## config.mk

```make
export PLATFORM = sky130hd
export DESIGN_NAME = tnkiii_video_timing
export DESIGN_NICKNAME = d
export VERILOG_FILES = /design/src/rtl/tnkiii_pkg.sv /design/src/rtl/tnkiii_wrap_counter.sv /design/src/rtl/tnkiii_video_timing.sv
export SDC_FILE = /design/constraint.sdc
export NUM_CORES = 1
export LEC_CHECK = 0
export ABC_AREA = 1
export BUFFER_PORTS_ARGS = -buffer_cell sky130_fd_sc_hd__buf_4
export CAP_MARGIN = 20
export CORE_MARGIN = 2
export CORE_UTILIZATION = 36
export CTS_CLUSTER_DIAMETER = 200
export DETAILED_ROUTE_END_ITERATION = 6
export PLACE_DENSITY = 0.55
export SYNTH_ARGS = -nofsm -noshare
export SYNTH_HDL_FRONTEND = slang
export SYNTH_SLANG_ARGS = --single-unit
```

## constraint.sdc

```tcl
create_clock -name i_clk -period 1.78 [get_ports i_clk]
set_clock_uncertainty 0.2 [all_clocks]
set_input_delay 0.356 -clock i_clk [delete_from_list [all_inputs] [get_ports i_clk]]
set_output_delay 0.356 -clock i_clk [all_outputs]
set_load 0.005 [all_outputs]
```

## src/rtl/tnkiii_pkg.sv

```systemverilog
// Purpose : shared timing constants, count types and parameter sanity check for TNK III video.
// Latency : n/a (declarations only).
// Backpressure: n/a.
package tnkiii_pkg;

    localparam int CNT_W = 9;

    typedef logic [CNT_W-1:0] cnt_t;
    typedef logic [CNT_W:0]   ext_t;   // one extra bit so an end bound of 512 does not wrap

    localparam int H_TOTAL_DEF  = 424;
    localparam int H_ACTIVE_DEF = 288;
    localparam int HS_START_DEF = 312;
    localparam int HS_WIDTH_DEF = 32;
    localparam int V_TOTAL_DEF  = 264;
    localparam int V_ACTIVE_DEF = 216;
    localparam int VS_START_DEF = 232;
    localparam int VS_WIDTH_DEF = 8;

    // One axis is legal when active <= sync start, sync end <= total, and total fits the counter.
    function automatic bit timing_ok(int active, int s_start, int s_width, int total);
        return (active <= s_start) && (s_start + s_width <= total) &&
               (total >= 1) && (total <= (1 << CNT_W));
    endfunction

endpackage

```

## src/rtl/tnkiii_wrap_counter.sv

```systemverilog
// Purpose : modulo-N up counter with enable, exposing its next value and a wrap strobe.
// Latency : count updates on the enabled edge; o_count_nxt and o_wrap are combinational.
// Backpressure: none; holds whenever i_en is low.
module tnkiii_wrap_counter
    import tnkiii_pkg::*;
#(
    parameter int MODULUS = H_TOTAL_DEF
) (
    input  logic             i_clk,
    input  logic             i_reset_n,
    input  logic             i_en,
    output logic [CNT_W-1:0] o_count,
    output logic [CNT_W-1:0] o_count_nxt,
    output logic             o_wrap
);

    localparam cnt_t LAST = cnt_t'(MODULUS - 1);

    cnt_t r_count;
    cnt_t w_count_nxt;
    logic w_at_last;

    // Next value: hold when idle, step or wrap to zero when enabled.
    always_comb begin
        w_at_last   = (r_count == LAST);
        w_count_nxt = r_count;
        if (i_en) begin
            w_count_nxt = w_at_last ? '0 : r_count + cnt_t'(1);
        end
    end

    // Count register.
    always_ff @(posedge i_clk or negedge i_reset_n) begin
        if (!i_reset_n) begin
            r_count <= '0;
        end else begin
            r_count <= w_count_nxt;
        end
    end

    assign o_count     = r_count;
    assign o_count_nxt = w_count_nxt;
    assign o_wrap      = i_en & w_at_last;

endmodule

```

## src/rtl/tnkiii_video_timing.sv

```systemverilog
// Purpose : TNK III raster timing: pixel/line counts, blanks, syncs, display enable, line/frame/irq strobes.
// Latency : all outputs registered; levels decoded from next counts so they line up with the counts.
// Backpressure: none; advances only on i_cen pixel enables, levels hold and strobes clear otherwise.
module tnkiii_video_timing
    import tnkiii_pkg::*;
#(
    parameter int H_TOTAL  = H_TOTAL_DEF,
    parameter int H_ACTIVE = H_ACTIVE_DEF,
    parameter int HS_START = HS_START_DEF,
    parameter int HS_WIDTH = HS_WIDTH_DEF,
    parameter int V_TOTAL  = V_TOTAL_DEF,
    parameter int V_ACTIVE = V_ACTIVE_DEF,
    parameter int VS_START = VS_START_DEF,
    parameter int VS_WIDTH = VS_WIDTH_DEF
) (
    input  logic             i_clk,
    input  logic             i_reset_n,
    input  logic             i_cen,
    output logic [CNT_W-1:0] o_hcount,
    output logic [CNT_W-1:0] o_vcount,
    output logic             o_hblank,
    output logic             o_vblank,
    output logic             o_hsync,
    output logic             o_vsync,
    output logic             o_de,
    output logic             o_line_start,
    output logic             o_frame_start,
    output logic             o_vblank_irq
);

    // Illegal geometry stops elaboration instead of producing a silently broken raster.
    generate
        if (!timing_ok(H_ACTIVE, HS_START, HS_WIDTH, H_TOTAL)) begin : g_bad_h
            $error("tnkiii_video_timing: illegal horizontal timing parameters");
        end
        if (!timing_ok(V_ACTIVE, VS_START, VS_WIDTH, V_TOTAL)) begin : g_bad_v
            $error("tnkiii_video_timing: illegal vertical timing parameters");
        end
    endgenerate

    localparam cnt_t HA  = cnt_t'(H_ACTIVE);
    localparam cnt_t HSS = cnt_t'(HS_START);
    localparam ext_t HSE = ext_t'(HS_START + HS_WIDTH);
    localparam cnt_t VA  = cnt_t'(V_ACTIVE);
    localparam cnt_t VSS = cnt_t'(VS_START);
    localparam ext_t VSE = ext_t'(VS_START + VS_WIDTH);

    cnt_t w_hcount, w_h_nxt, w_vcount, w_v_nxt;
    logic w_h_wrap, w_v_wrap;
    logic w_hblank_nxt, w_vblank_nxt, w_hsync_nxt, w_vsync_nxt;
    logic r_hblank, r_vblank, r_hsync, r_vsync, r_de;
    logic r_line_start, r_frame_start, r_vblank_irq;

    // Pixel axis steps on each pixel enable; line axis steps on the pixel wrap.
    tnkiii_wrap_counter #(.MODULUS(H_TOTAL)) u_hcnt (
        .i_clk       (i_clk),
        .i_reset_n   (i_reset_n),
        .i_en        (i_cen),
        .o_count     (w_hcount),
        .o_count_nxt (w_h_nxt),
        .o_wrap      (w_h_wrap)
    );

    tnkiii_wrap_counter #(.MODULUS(V_TOTAL)) u_vcnt (
        .i_clk       (i_clk),
        .i_reset_n   (i_reset_n),
        .i_en        (w_h_wrap),
        .o_count     (w_vcount),
        .o_count_nxt (w_v_nxt),
        .o_wrap      (w_v_wrap)
    );

    // Decode levels from the counts about to be loaded so registered levels match registered counts.
    always_comb begin
        w_hblank_nxt = (w_h_nxt >= HA);
        w_vblank_nxt = (w_v_nxt >= VA);
        w_hsync_nxt  = (w_h_nxt >= HSS) && ({1'b0, w_h_nxt} < HSE);
        w_vsync_nxt  = (w_v_nxt >= VSS) && ({1'b0, w_v_nxt} < VSE);
    end

    // Level outputs: load only on pixel enables, hold in between.
    always_ff @(posedge i_clk or negedge i_reset_n) begin
        if (!i_reset_n) begin
            r_hblank <= 1'b0;
            r_vblank <= 1'b0;
            r_hsync  <= 1'b0;
            r_vsync  <= 1'b0;
            r_de     <= 1'b1;
        end else if (i_cen) begin
            r_hblank <= w_hblank_nxt;
            r_vblank <= w_vblank_nxt;
            r_hsync  <= w_hsync_nxt;
            r_vsync  <= w_vsync_nxt;
            r_de     <= ~w_hblank_nxt & ~w_vblank_nxt;
        end
    end

    // Strobes: set only on the wrapping pixel enable, cleared on every other edge.
    always_ff @(posedge i_clk or negedge i_reset_n) begin
        if (!i_reset_n) begin
            r_line_start  <= 1'b0;
            r_frame_start <= 1'b0;
            r_vblank_irq  <= 1'b0;
        end else begin
            r_line_start  <= w_h_wrap;
            r_frame_start <= w_v_wrap;
            r_vblank_irq  <= w_h_wrap & (w_v_nxt == VA);
        end
    end

    assign o_hcount      = w_hcount;
    assign o_vcount      = w_vcount;
    assign o_hblank      = r_hblank;
    assign o_vblank      = r_vblank;
    assign o_hsync       = r_hsync;
    assign o_vsync       = r_vsync;
    assign o_de          = r_de;
    assign o_line_start  = r_line_start;
    assign o_frame_start = r_frame_start;
    assign o_vblank_irq  = r_vblank_irq;

endmodule

```

### After elaboration in Yosys (flattened, before gate mapping)

Index checks and enable logic that the tools add are counted.

* add/subtract/negate cells: 2
* magnitude comparators: 6
* equality and inequality tests: 3
* multiplexer cells: 4
* bitwise gates (word level): 6
* reduce and logical (&&, ||, !) cells: 2

Operators with widths (number)
* $mux W9: 4
* $add A9 B1 Y9 const B: 2
* $eq A9 B9 Y1 const B: 2
* $ge A9 B8 Y1 const B: 2
* $ge A9 B9 Y1 const B: 2
* $eq A9 B8 Y1 const B: 1
* $lt A9 B8 Y1 const B: 1
* $lt A9 B9 Y1 const B: 1
* $and A1 B1 Y1: 4
* $logic_and A1 B1 Y1: 2
* $not A1 Y1: 2

* register bits: 26
* output and inout bits: 26
* logic and storage cells: 33

### Depth between registers and ports, before layout

* depth after elaboration: 6
* gate-level depth with buffers: 14

### By module

A second synthesis with hierarchy kept.

* cell total of the unflattened synthesis: 186
* area total of the unflattened synthesis: 1456.4 µm²

Modules (own cells, without submodules)
* tnkiii_wrap_counter (u_hcnt): times used 1, cells an instance 63, area an instance 543.0 µm²
* tnkiii_wrap_counter (u_vcnt): times used 1, cells an instance 71, area an instance 513.0 µm²
* tnkiii_video_timing: times used 1, cells an instance 52, area an instance 400.4 µm²

### Worst setup path after synthesis

Ideal clock, no wire load.

* path kind: flip-flop to flip-flop
* from: register u_hcnt.r_count[0], in the netlist u_hcnt.o_count[0]
* to: register r_vblank, in the netlist o_vblank
* library setup time: 0.116 ns
* arrival: 1.519 ns
* path slack: -0.055 ns
* stages on the path, launching flop included: 13
* clock period less this slack: 1.835 ns
* cells stage by stage: dfrtp_1 -> ha_1 -> nand2_1 -> nor2_1 -> nand3_4 -> nor2_1 -> nand2_1 -> nand2_2 -> inv_2 -> a21oi_2 -> nand2_1 -> nand2_1 -> nand2_1

* longest elaborated chain between the ends: 4

Ends and longest elaborated chain
* start: declaration: RTL line tnkiii_wrap_counter.sv:19 `cnt_t r_count;`
* start signal: assignment: RTL line tnkiii_wrap_counter.sv:37 `r_count <= w_count_nxt;`
* $eq A9 B9 Y1: RTL line tnkiii_wrap_counter.sv:25 `w_at_last = (r_count == LAST);`
* $and A1 B1 Y1: RTL line tnkiii_wrap_counter.sv:43 `assign o_wrap = i_en & w_at_last;`
* $mux W9: RTL line tnkiii_wrap_counter.sv:27 `if (i_en) begin`
* named net u_vcnt.o_count_nxt[7]: RTL line tnkiii_wrap_counter.sv:13 `output logic [CNT_W-1:0] o_count_nxt,`
* $ge A9 B8 Y1: RTL line tnkiii_video_timing.sv:76 `w_vblank_nxt = (w_v_nxt >= VA);`
* end signal: assignment: RTL line tnkiii_video_timing.sv:91 `r_vblank <= w_vblank_nxt;`
* end: declaration: RTL line tnkiii_video_timing.sv:51 `logic r_hblank, r_vblank, r_hsync, r_vsync, r_de;`

The timed path passes the listed nets, and every way through them passes these cells.
A chain may end at the register's enable or synchronous reset.

### Worst setup path in the final report

* from: register u_hcnt.r_count[0], in the netlist u_hcnt.o_count[0]
* to: register r_vblank, in the netlist o_vblank

* longest elaborated chain between the ends: 4

Ends and longest elaborated chain (RTL line)
* $eq A9 B9 Y1: tnkiii_wrap_counter.sv:25
* $and A1 B1 Y1: tnkiii_wrap_counter.sv:43
* $mux W9: tnkiii_wrap_counter.sv:27
* $ge A9 B8 Y1: tnkiii_video_timing.sv:76

No other way between the ends.

==> results by group <==
Run status
  • Status: complete, but fails checks
  • Failing checks: setup timing

Final layout
  • Non-Filler Instances: 349
  • Commonest non-fill, non-tap cells in the layout: 77 x buf_4, 65 x nand2_1, 24 x dfrtp_1
  • Antenna cells: 0
  • Fin util: 59.1%
  • Filler Cell Count: 375
  • Layout cell share with drive strength beyond 1: 46.2%
  • Layout area overhead: 56.4%
  • Most common cell after layout, fill and taps aside: buf_4
  • Nets@finish: 305

Clock tree
  • CTS Buffer Depth: 2
  • CTS tree: yes
  • Clock latency at the later pin of the worst-skew pair: 0.28 ns
  • Clock sinks: 26
  • H-tree levels: 1
  • Clock Tree Root: clkbuf_8
  • Clock transition at path regs: 0.10 ns
  • CTS Buf Count: 3

Yosys
  • Post-synth cell types: 25
  • Yosys top cell area share: 40.8%
  • Yosys reg bits: 26
  • Area leader, netlist: dfrtp_1
  • Post-synthesis sequential area ratio: 42.5%
  • Synth area leaders: dfrtp_1 41%, nand2_1 17%, nor2_1 7.3%
  • Synthesis Warnings: 0
  • Cell Area, Synth: 1530 um^2
  • Syn_nets: 221
  • Syn Inst Count: 216
  • Syn Area/Cell: 7.10 um^2

Pwr
  • PD cells: 955 nW/um^2
  • Lkg Pwr: 1.29 nW
  • Peak VDD IR: 0.462 mV

Route
  • DR vias: 1605
  • Final WL: 3.94 mm
  • Routed len/inst: 11.3 um
  • Highest routed layer: met4
  • Antenna Nets Post-Route: 0
  • Detailed Route Iter0 Violations: 88
  • Met2 wire length: 1.97 mm
  • Avg Vias per Cell: 4.60
  • DRT met1 WL: 1.77 mm
  • DRC viols: 0
  • Routed wl met3: 113 um
  • TritonRoute pass-1 iters: 4

Floorplan
  • Core footprint: 4060 um^2
  • Die X: 69.3 um
  • Die height: 69.3 um
  • Rows: 23
  • Area of the die: 4800 um^2
  • Ports: 29
  • Initial Util: 37.8%

Critical path
  • CP Class: flip-flop to flip-flop
  • Setup crit start kind: flip-flop
  • Worst path cell trace: ha_4 > inv_2 > nor2_2 > nand3_1 > nor2_2 > nand2_1 > nand2_2 > nor2_4 > a21oi_2 > nand2_1 > nand2_1 > nand2_1
  • Critical path's largest stage delay: 0.40 ns
  • WP data arrival: 1.80 ns
  • CP max-delay cell: dfrtp_1
  • CP most frequent cell: nand2_1
  • R2R setup slack: -0.04 ns
  • CP required: 1.76 ns
  • Crit path max fanout: 4
  • Setup crit end kind: flip-flop

Placed design
  • Placed wire-length estimate: 2.97 mm
  • DP Cell Count: 333
  • I/O Buffers: 28
  • RD Place Congestion: 0.831

STA
  • Crit path time final: 1.82 ns
  • Max-slew violations: 0
  • Final WS setup: -0.0438 ns
  • Worst slew pin tran: 0.339 ns
  • # setup viols final: 3
  • Period utilisation layout: 102%
  • Unrepaired setup endpoints after global routing: true
  • Relative slew slack: 77.4%
  • Fin. Hold Viols: 0
  • Max Fclk: 548 MHz

GRT
  • First-pass GRT wire length: 7.00 mm
  • Initial antenna violation count: 0
  • Overall Global Routing Usage: 17.8%
  • Total grt overflow: 0
  • Largest net degree at the start of global routing: 27
  • Vias in the first global route: 1640

Job
  • Max cap viols: 0

Hold path
  • HP Class: primary input to flip-flop
-- metrics by stage --
stage	hold slack (ns)	TNS (ns)	area (um^2)	setup slack [ns]	power (mW)
2_1_floorplan	-0.140	0	1540	0.00227	1.25
3_3_place_gp	0.0877	-0.399	2110	-0.119	1.81
3_5_place_dp	0.0888	-0.409	2110	-0.114	1.81
4_1_cts	0.223	-0.104	2250	-0.0478	2.26
5_1_grt	0.241	-1.17	2400	-0.241	2.48
6_report	0.222	-0.0874	2400	-0.0438	2.29
-- flip-flops by register name (all words and copies together) (netlist names) --
name            count
u_hcnt.o_count      9
o_vblank            1
o_vsync             1
o_frame_start       1
o_line_start        1
o_de                1
u_vcnt.o_count      9
o_vblank_irq        1
o_hsync             1
o_hblank            1
-- path summary, 6_finish.rpt --
kind,cells after the start,start,to
worst max-delay path,12,u_hcnt.o_count[0],o_vblank
worst min register to register,2,o_de,o_de
worst min-delay path,4,i_cen,u_hcnt.o_count[1]
worst max register to register,12,u_hcnt.o_count[0],o_vblank
min in group asynchronous,2,i_reset_n,u_hcnt.o_count[5]
max in group asynchronous,2,i_reset_n,o_de
-- timing repair --
item / CTS / global route
pin swaps: 12 / 22
setup endpoints to repair: 6 / 10
gates cloned: 1 / 0
buffers inserted: 4 / 6
gates resized for setup: 13 / 31
hold endpoints to repair: 25 / 0
hold buffers: 1 / 0
-- layout make-up --
type,instances,area (um^2),area share [%]
repair buffers,80,611,25.4
flip-flops and latches,26,653,27.2
inverters,33,129,5.37
clock buffers,4,55.1,2.29
well taps,50,62.6,2.61
multi-input cells,156,890,37.1
-- metal layers --
layer  global-route usage (%)  vias up
met1                     22.8      735
met4                     6.32        0
met3                     2.47        8
li1                         -      836
met5                        0        -
met2                     30.7       26
-- Yosys cell counts (all sizes together) --
library cell	n
o21ai	11
a21oi	2
xnor2	1
clkinv	1
ha	2
nand3	17
nor3b	1
dfstp	1
o21bai	1
nand4	5
nor2	37
inv	32
nand2	76
xor2	2
buf	2
dfrtp	25
-- critical path, delay by kind of cell, from the launching register on --
kind	cells	cell delay, ns
adders and majority gates	1	0.17
DFF	1	0.40
AOI/OAI and AO/OA	1	0.14
buffers and inverters	1	0.04
and+or+nand+nor	9	0.78
-- cell families after synthesis --
kind of cell | count (synthesis) | share of synthesized area [%]
flip-flops | 26 | 42.5
XOR/XNOR | 3 | 1.71
AND/OR/NAND/NOR | 136 | 39.6
AO/OA/AOI/OAI | 14 | 5.46
buffers and inverters | 35 | 9.05
adder cells (fa/ha/maj) | 2 | 1.63
-- power breakdown --
part	switching (mW)	total (mW)	internal, mW
clock network	0.189	0.387	0.198
registers	0.0877	0.789	0.701
logic	0.571	1.12	0.545
Power figures use the tool's default switching activity.
